[config.mk]
export PLATFORM = sky130hd
export DESIGN_NAME = instruction_fetch_flat
export DESIGN_NICKNAME = d
export VERILOG_FILES = /design/src/rtl/instruction_fetch_if.sv /design/src/rtl/instruction_fetch.sv /design/src/flat_wrapper.sv
export SDC_FILE = /design/constraint.sdc
export NUM_CORES = 1
export LEC_CHECK = 0
export ABC_AREA = 1
export BUFFER_PORTS_ARGS = -buffer_cell sky130_fd_sc_hd__buf_2
export CORE_MARGIN = 1.5
export CORE_UTILIZATION = 50
export CTS_CLUSTER_DIAMETER = 50
export DETAILED_ROUTE_END_ITERATION = 6
export PLACE_DENSITY = 0.86
export SKIP_CTS_REPAIR_TIMING = 1
export SLEW_MARGIN = 20
export SYNTH_ARGS = -nofsm -noshare
export SYNTH_HDL_FRONTEND = slang
export SYNTH_SLANG_ARGS = --single-unit
[constraint.sdc]
create_clock -name clk -period 2.9 [get_ports clk]
set_input_delay 0.145 -clock clk [delete_from_list [all_inputs] [get_ports clk]]
set_output_delay 0.145 -clock clk [all_outputs]
set_load 0.02 [all_outputs]
[src/rtl/instruction_fetch_if.sv]
// Fetch-side bundle: PC redirect request, instruction memory port, execute redirect and decode handshake.
// The master modport is the fetch unit; the slave modport is its surrounding pipeline.
interface instruction_fetch_if;
   logic [31:0] current_pc;
   logic        PCSrc;
   logic [31:0] setAddress;
   logic [31:0] imem_addr;
   logic [31:0] imem_rdata;
   logic        redirect_valid;
   logic [31:0] redirect_addr;
   logic        instr_valid;
   logic        instr_ready;
   logic [31:0] instr_out;
   logic [31:0] instr_pc;
   logic [2:0]  fifo_count;

   modport master (
      input  current_pc, imem_rdata, redirect_valid, redirect_addr, instr_ready,
      output PCSrc, setAddress, imem_addr, instr_valid, instr_out, instr_pc, fifo_count
   );

   modport slave (
      output current_pc, imem_rdata, redirect_valid, redirect_addr, instr_ready,
      input  PCSrc, setAddress, imem_addr, instr_valid, instr_out, instr_pc, fifo_count
   );
endinterface

[src/rtl/instruction_fetch.sv]
// Two-stage instruction fetch (request, response) feeding a 4-entry buffer, with replay on a full buffer.
// Define FETCH_JUMP_PREDICT_EN to redirect on J-type opcodes as they enter the buffer.
module instruction_fetch (
   input  logic                      clk,
   input  logic                      reset,
   instruction_fetch_if.master       bus
);
   localparam logic [5:0] J_OPCODE = 6'b000010;

   logic        req_valid_q, req_valid_d;
   logic [31:0] req_pc_q, req_pc_d;
   logic [2:0]  count_q, count_d;
   logic [1:0]  wr_ptr_q, wr_ptr_d;
   logic [1:0]  rd_ptr_q, rd_ptr_d;
   logic [31:0] fifo_pc_q    [4];
   logic [31:0] fifo_instr_q [4];

   logic        ext_redirect;
   logic        head_valid;
   logic        pop;
   logic        slot_free;
   logic        push;
   logic        replay;
   logic        jump_take;
   logic [31:0] jump_target;
   logic        pc_src;
   logic [31:0] set_addr;

`ifdef FETCH_JUMP_PREDICT_EN
   logic [31:0] req_pc_plus4;
   assign req_pc_plus4 = req_pc_q + 32'd4;
`endif

   always_comb begin
      ext_redirect = bus.redirect_valid && !reset;
      head_valid   = (count_q != 3'd0) && !reset;
      // A redirect from execute cancels whatever decode would have taken this cycle.
      pop          = head_valid && bus.instr_ready && !ext_redirect;
      slot_free    = (count_q < 3'd4) || ((count_q == 3'd4) && pop);
      push         = req_valid_q && slot_free && !ext_redirect && !reset;
      replay       = req_valid_q && !slot_free && !reset;
`ifdef FETCH_JUMP_PREDICT_EN
      jump_take    = push && (bus.imem_rdata[31:26] == J_OPCODE);
      jump_target  = {req_pc_plus4[31:28], bus.imem_rdata[25:0], 2'b00};
`else
      jump_take    = 1'b0;
      jump_target  = 32'd0;
`endif

      pc_src   = 1'b0;
      set_addr = 32'd0;
      if (ext_redirect) begin
         pc_src   = 1'b1;
         set_addr = bus.redirect_addr;
      end else if (replay) begin
         pc_src   = 1'b1;
         set_addr = req_pc_q;
      end else if (jump_take) begin
         pc_src   = 1'b1;
         set_addr = jump_target;
      end
   end

   always_comb begin
      // The fetch already issued while redirecting is wrong-path and gets squashed.
      req_valid_d = !pc_src;
      req_pc_d    = bus.current_pc;
      count_d     = count_q;
      wr_ptr_d    = wr_ptr_q;
      rd_ptr_d    = rd_ptr_q;
      if (ext_redirect) begin
         count_d  = 3'd0;
         wr_ptr_d = 2'd0;
         rd_ptr_d = 2'd0;
      end else begin
         count_d  = count_q + {2'b00, push} - {2'b00, pop};
         wr_ptr_d = wr_ptr_q + {1'b0, push};
         rd_ptr_d = rd_ptr_q + {1'b0, pop};
      end
   end

   always_ff @(posedge clk) begin
      if (reset) begin
         req_valid_q <= 1'b0;
         req_pc_q    <= 32'd0;
         count_q     <= 3'd0;
         wr_ptr_q    <= 2'd0;
         rd_ptr_q    <= 2'd0;
      end else begin
         req_valid_q <= req_valid_d;
         req_pc_q    <= req_pc_d;
         count_q     <= count_d;
         wr_ptr_q    <= wr_ptr_d;
         rd_ptr_q    <= rd_ptr_d;
      end
   end

   always_ff @(posedge clk) begin
      if (push) begin
         fifo_pc_q[wr_ptr_q]    <= req_pc_q;
         fifo_instr_q[wr_ptr_q] <= bus.imem_rdata;
      end
   end

   assign bus.imem_addr   = bus.current_pc;
   assign bus.PCSrc       = pc_src;
   assign bus.setAddress  = set_addr;
   assign bus.instr_valid = head_valid;
   assign bus.instr_out   = fifo_instr_q[rd_ptr_q];
   assign bus.instr_pc    = fifo_pc_q[rd_ptr_q];
   assign bus.fifo_count  = reset ? 3'd0 : count_q;
endmodule

[src/flat_wrapper.sv]
// flat-port wrapper written by rule: the top's interface ports become plain ports
module instruction_fetch_flat 
  (clk, reset, bus_current_pc, bus_imem_rdata, bus_redirect_valid, bus_redirect_addr, bus_instr_ready, bus_PCSrc, bus_setAddress, bus_imem_addr, bus_instr_valid, bus_instr_out, bus_instr_pc, bus_fifo_count);
  instruction_fetch_if bus_i ();
  input  logic clk;
  input  logic reset;
  input wire logic [$bits(bus_i.current_pc)-1:0] bus_current_pc;
  input wire logic [$bits(bus_i.imem_rdata)-1:0] bus_imem_rdata;
  input wire logic [$bits(bus_i.redirect_valid)-1:0] bus_redirect_valid;
  input wire logic [$bits(bus_i.redirect_addr)-1:0] bus_redirect_addr;
  input wire logic [$bits(bus_i.instr_ready)-1:0] bus_instr_ready;
  output wire logic [$bits(bus_i.PCSrc)-1:0] bus_PCSrc;
  output wire logic [$bits(bus_i.setAddress)-1:0] bus_setAddress;
  output wire logic [$bits(bus_i.imem_addr)-1:0] bus_imem_addr;
  output wire logic [$bits(bus_i.instr_valid)-1:0] bus_instr_valid;
  output wire logic [$bits(bus_i.instr_out)-1:0] bus_instr_out;
  output wire logic [$bits(bus_i.instr_pc)-1:0] bus_instr_pc;
  output wire logic [$bits(bus_i.fifo_count)-1:0] bus_fifo_count;
  assign bus_i.current_pc = bus_current_pc;
  assign bus_i.imem_rdata = bus_imem_rdata;
  assign bus_i.redirect_valid = bus_redirect_valid;
  assign bus_i.redirect_addr = bus_redirect_addr;
  assign bus_i.instr_ready = bus_instr_ready;
  assign bus_PCSrc = bus_i.PCSrc;
  assign bus_setAddress = bus_i.setAddress;
  assign bus_imem_addr = bus_i.imem_addr;
  assign bus_instr_valid = bus_i.instr_valid;
  assign bus_instr_out = bus_i.instr_out;
  assign bus_instr_pc = bus_i.instr_pc;
  assign bus_fifo_count = bus_i.fifo_count;
  instruction_fetch u_core (.clk(clk), .reset(reset), .bus(bus_i));
endmodule
# Word-level counts from Yosys, hierarchy flattened
# Memory sizes are Yosys's and may differ from the RTL's. A register that Yosys moved wholly into a read port is not among the register bits.
# Index checks and enable logic that the tools add are counted.
# Widths: inputs -> output; s select.
# classes
addsub,4
n_lt_le_gt_ge,1
eq_ne,1
muxes,9
n_reduce_logical,17
# op_table
op,count
$mux 32,2
$logic_and 1x1->1,10
$add 2x1->2,2
$logic_not 1->1,4
$mux 1,4
$mux 2,2
$add 3x1->3,1
$eq 3x3->1 const B,1
$lt 3x3->1 const B,1
$mux 3,1
$reduce_bool 3->1,1
$sub 3x1->3,1
$reduce_or 2->1,1
$logic_or 1x1->1,1
# word_totals
register_bits,40
ramBits,256
in_bits,100
output_inout_bits,133
wordCells,39
n_memories,2
# memory_table
memory,depth,width,read_ports,rd_clocked_by_memory_dff,wr,line,rtl
u_core.fifo_instr_q,4,32,1,1,1,instruction_fetch.sv:16,logic [31:0] fifo_instr_q [4];
u_core.fifo_pc_q,4,32,1,1,1,instruction_fetch.sv:15,logic [31:0] fifo_pc_q [4];

# Depth between registers and ports, before layout
# depth
depth_word,12
mapped_depth,14
ltp_nobuf,13

# Worst setup path after synthesis
# OpenSTA, ideal clock, no wires.
# synth_path
path_type,register to register
from,register u_core.count_q[2]
to,"memory u_core.fifo_instr_q[3][0], enable pin"
setup_ns,0.435
t_arrival_ns,2.588
t_required_ns,2.465
setup_slack_ns,-0.123
stages_incl_launch_ff,7
n_path_buf,0
period_less_slack_ns,3.023
cell_sequence,dfxtp_1 nand2_4 nand3_4 nand3_4 nand2_2 nand2_2 nor2_2
# synth_between
elab_chain_cells,11
elab_cells_between_ends,13
cone_classes,order compare (1); eq/ne (1); mux (2); reduce/logical (9)
# synth_lines
element,line,rtl
"start, declared",instruction_fetch.sv:12,"logic [2:0] count_q, count_d;"
"start signal, assigned",instruction_fetch.sv:92,count_q <= count_d;
$reduce_bool 3->1,instruction_fetch.sv:36,head_valid = (count_q != 3'd0) && !reset;
$logic_and 1x1->1,instruction_fetch.sv:36,
net bus_instr_valid,flat_wrapper.sv:15,output wire logic [$bits(bus_i.instr_valid)-1:0] bus_instr_valid;
$logic_and 1x1->1 (2 in a row),instruction_fetch.sv:38,pop = head_valid && bus.instr_ready && !ext_redirect;
$logic_and 1x1->1,instruction_fetch.sv:39,slot_free = (count_q < 3'd4) || ((count_q == 3'd4) && pop);
$logic_or 1x1->1,instruction_fetch.sv:39,
$logic_and 1x1->1 (3 in a row),instruction_fetch.sv:40,push = req_valid_q && slot_free && !ext_redirect && !reset;
$mux 1,instruction_fetch.sv:99,if (push) begin
$mux 1 (implied by the code),instruction_fetch.sv:101,fifo_instr_q[wr_ptr_q] <= bus.imem_rdata;
"end, declared",instruction_fetch.sv:16,
# The timed path passes the listed nets, and every way through them passes these cells.

==> flow_metrics.py <==
metrics = {
    "synthesis": {
        "ys_warn_count": 0,
        "ys_seq_area_share_pct": 72.0,
        "syn_area_sq_um": 11800,
        "synth.distinct_cells": 28,
        "syn-num-nets": 1064,
        "ys_ff_latch": 296,
        "avgSynthCellArea_sq_um": 12.3,
        "synthCells": 959,
    },
    "power_and_ir_drop": {
        "p_leak_nw": 5.85,
        "ir_drop_mv": 0.389,
        "powerDensity_nw_per_um2": 616,
    },
    "worst_setup_path": {
        "path_class": "flip-flop to output port",
        "reg2reg_slack_ps": 400,
        "r2r_end": "u_core.count_q[2]",
        "worstSetupStartpointType": "flip-flop",
        "crit_fanout": 46,
        "r2r-start": "u_core.count_q[1]",
        "r2r_cells": 12,
        "crit_path_end_kind": "output port",
        "critPathArrivalTime_ps": 2480,
        "crit_end": "bus_instr_out[26]",
        "startpoint": "u_core.rd_ptr_q[0]",
        "crit_required_ps": 2760,
    },
    "run_status": {
        "status": "completed",
    },
    "placement": {
        "dp_slack_ps": 466,
        "io_buffer_count": 232,
        "dp_hpwl_microns": 14900,
        "globalplace.congestion": 0.782,
    },
    "route": {
        "wl_per_cell_microns": 17.0,
        "drtIter0Drc": 509,
        "drtPass1Iterations": 5,
        "drtAntennaViolNets": 0,
        "vias": 8203,
        "viasPerCell": 5.24,
        "drc_errors": 0,
        "routed_wl_microns": 26600,
    },
    "clock_tree": {
        "clk_latency_ps": 540,
        "cts.reportedPaths.clkPinSlew_ps": 60,
        "cts_buffers": 31,
        "cts_tree": "yes",
        "htreeDepth": 1,
        "cts_buffer_depth": 3,
        "cts.sink_count": 296,
        "root_buffer": "clkbuf_16",
    },
    "timing": {
        "tightest_slew_ps": 763,
        "min_period_over_period_pct": 90.4,
        "maxSlewViolCount": 0,
        "rsz0062_at_grt": "false",
        "whs_ps": 110,
        "final.setup_skew_ps": 9.78,
        "final-setup-viol-count": 0,
        "fmax_mhz": 382,
        "min_period_ps": 2620,
        "hold_violations": 0,
        "worst_slack_ps": 279,
        "slew_headroom_pct": 49.1,
    },
    "global_route": {
        "use_met3_pct": 3.85,
        "gr-usage-all-layers_pct": 20.1,
        "grtUsageMet1_pct": 24.8,
        "grt_busiest_layer": "met2",
        "grt_start_max_net_pins": 89,
        "grt_pass1_vias": 7486,
        "overflow": 0,
        "grt_antenna_before_repair": 0,
        "met2_usage_pct": 35.9,
        "grt_pass1_wl_microns": 38100,
    },
    "flow_run": {
        "cap_violations": 0,
    },
    "floorplan": {
        "dieHeight_microns": 157,
        "rows": 56,
        "initial_core_util_pct": 50.5,
        "core-area_sq_um": 23300,
        "ioPinCount": 233,
        "die_w_microns": 157,
        "dieArea_sq_um": 24500,
    },
    "finish": {
        "n_fill_cell": 1692,
        "syn2layout_area_growth_pct": 24.6,
        "final_util_pct": 63.0,
        "drive_gt1_share_pct": 26.0,
        "nNetsFinal": 1324,
    },
    "min_path": {
        "hp-class": "primary input to flip-flop",
    },
}
cell usage in the layout (no fill, tap or decap), types with 2 or more instances in the layout:
cell type and n:
clkinv_4 3, buf_4 16, nor2_1 170, inv_8 3
buf_2 232, o21ai_0 115, clkinv_2 6, nand3b_1 32
xnor2_1 3, inv_6 3, bufinv_16 2, nor2_4 4
o21ai_1 13, edfxtp_1 256, clkbuf_16 32, nand3_4 2
clkbuf_1 6, nand2_2 4, nor2_2 2, buf_12 4
inv_1 47, inv_2 2, o22ai_1 64, ha_1 4
clkbuf_8 2, dfxtp_1 38, nand2_1 105, clkinv_1 2
dlygate4sd3_1 64
cell usage after synthesis, drive strengths merged:
cell,count,area share [%]
nand3,2,0.30
or2,1,0.053
fa,1,0.17
inv,51,1.7
xnor2,3,0.22
nand2,110,3.7
buf,60,3.7
edfxtp,256,65
ha,4,0.42
clkbuf,29,0.94
o21ai,128,5.4
dfxtp,40,6.8
nor2,177,5.9
a21oi,1,0.042
o22ai,64,3.4
nand3b,32,2.0
cell type report:
cell class | count | area, sq um | area share [%]
antenna | 1 | 2.50 | 0.0170
clock buffer | 40 | 851 | 5.79
clock inverter | 18 | 175 | 1.19
inverter | 51 | 199 | 1.35
multi-input combinational | 523 | 2570 | 17.5
sequential | 296 | 8490 | 57.8
tap | 319 | 399 | 2.72
timing repair buffer | 316 | 2000 | 13.6
where the power goes:
group,internal [W],switching [W]
clock network,0.00228,0.00159
registers,0.00467,0.0000386
logic,0.000198,0.000269
through the flow:
stage          instances  area, sq um  setup TNS, ps  power (W)
6_report            1564        14700              0    0.00905
3_5_place_dp        1441        13000              0    0.00520
3_3_place_gp        1441        13000              0    0.00518
4_1_cts             1499        14000              0    0.00903
2_1_floorplan        959        11800         -31490    0.00503
5_1_grt             1563        14700              0    0.00933
worst max-delay path: stages, from the launching register on:
cell and delay [ps]:
dfxtp_4 490, inv_4 430, buf_4 430, o21ai_0 140
o22ai_1 200, buf_2 210
flip-flops by register name, indices dropped and copies added (netlist names):
signal	flops
u_core.fifo_pc_q	128
u_core.wr_ptr_q	2
u_core.req_pc_q	32
u_core.rd_ptr_q	2
u_core.fifo_instr_q	128
u_core.count_q	3
u_core.req_valid_q	1
cell families after synthesis:
group / count (synthesis) / share of synthesized area [%]
simple gates: 322 / 11.9
flops: 296 / 72.0
compound gates: 193 / 8.87
buf+inv: 140 / 6.36
fa+ha+maj: 5 / 0.594
xor+xnor: 3 / 0.223
metal layers:
layer | wire (microns) | part of all wire (%)
met1 | 10900 | 41
met2 | 13400 | 50
met3 | 1820 | 6.8
met4 | 506 | 1.9
met5 | 0 | 0
worst min-delay path by stage:
stage                       start                         to  slack (ps)  cells past startpoint
5_1_grt                     reset        u_core.req_pc_q[13]         120                      3
4_1_cts        bus_current_pc[26]        u_core.req_pc_q[26]        -210                      3
2_1_floorplan   bus_imem_rdata[0]  u_core.fifo_instr_q[0][0]         240                      0
3_3_place_gp    bus_current_pc[1]         u_core.req_pc_q[1]         360                      3
3_5_place_dp    bus_imem_rdata[2]  u_core.fifo_instr_q[2][2]         360                      1
6_report                    reset        u_core.req_pc_q[13]         110                      3
No activity file was read; power rests on OpenSTA's default activity.
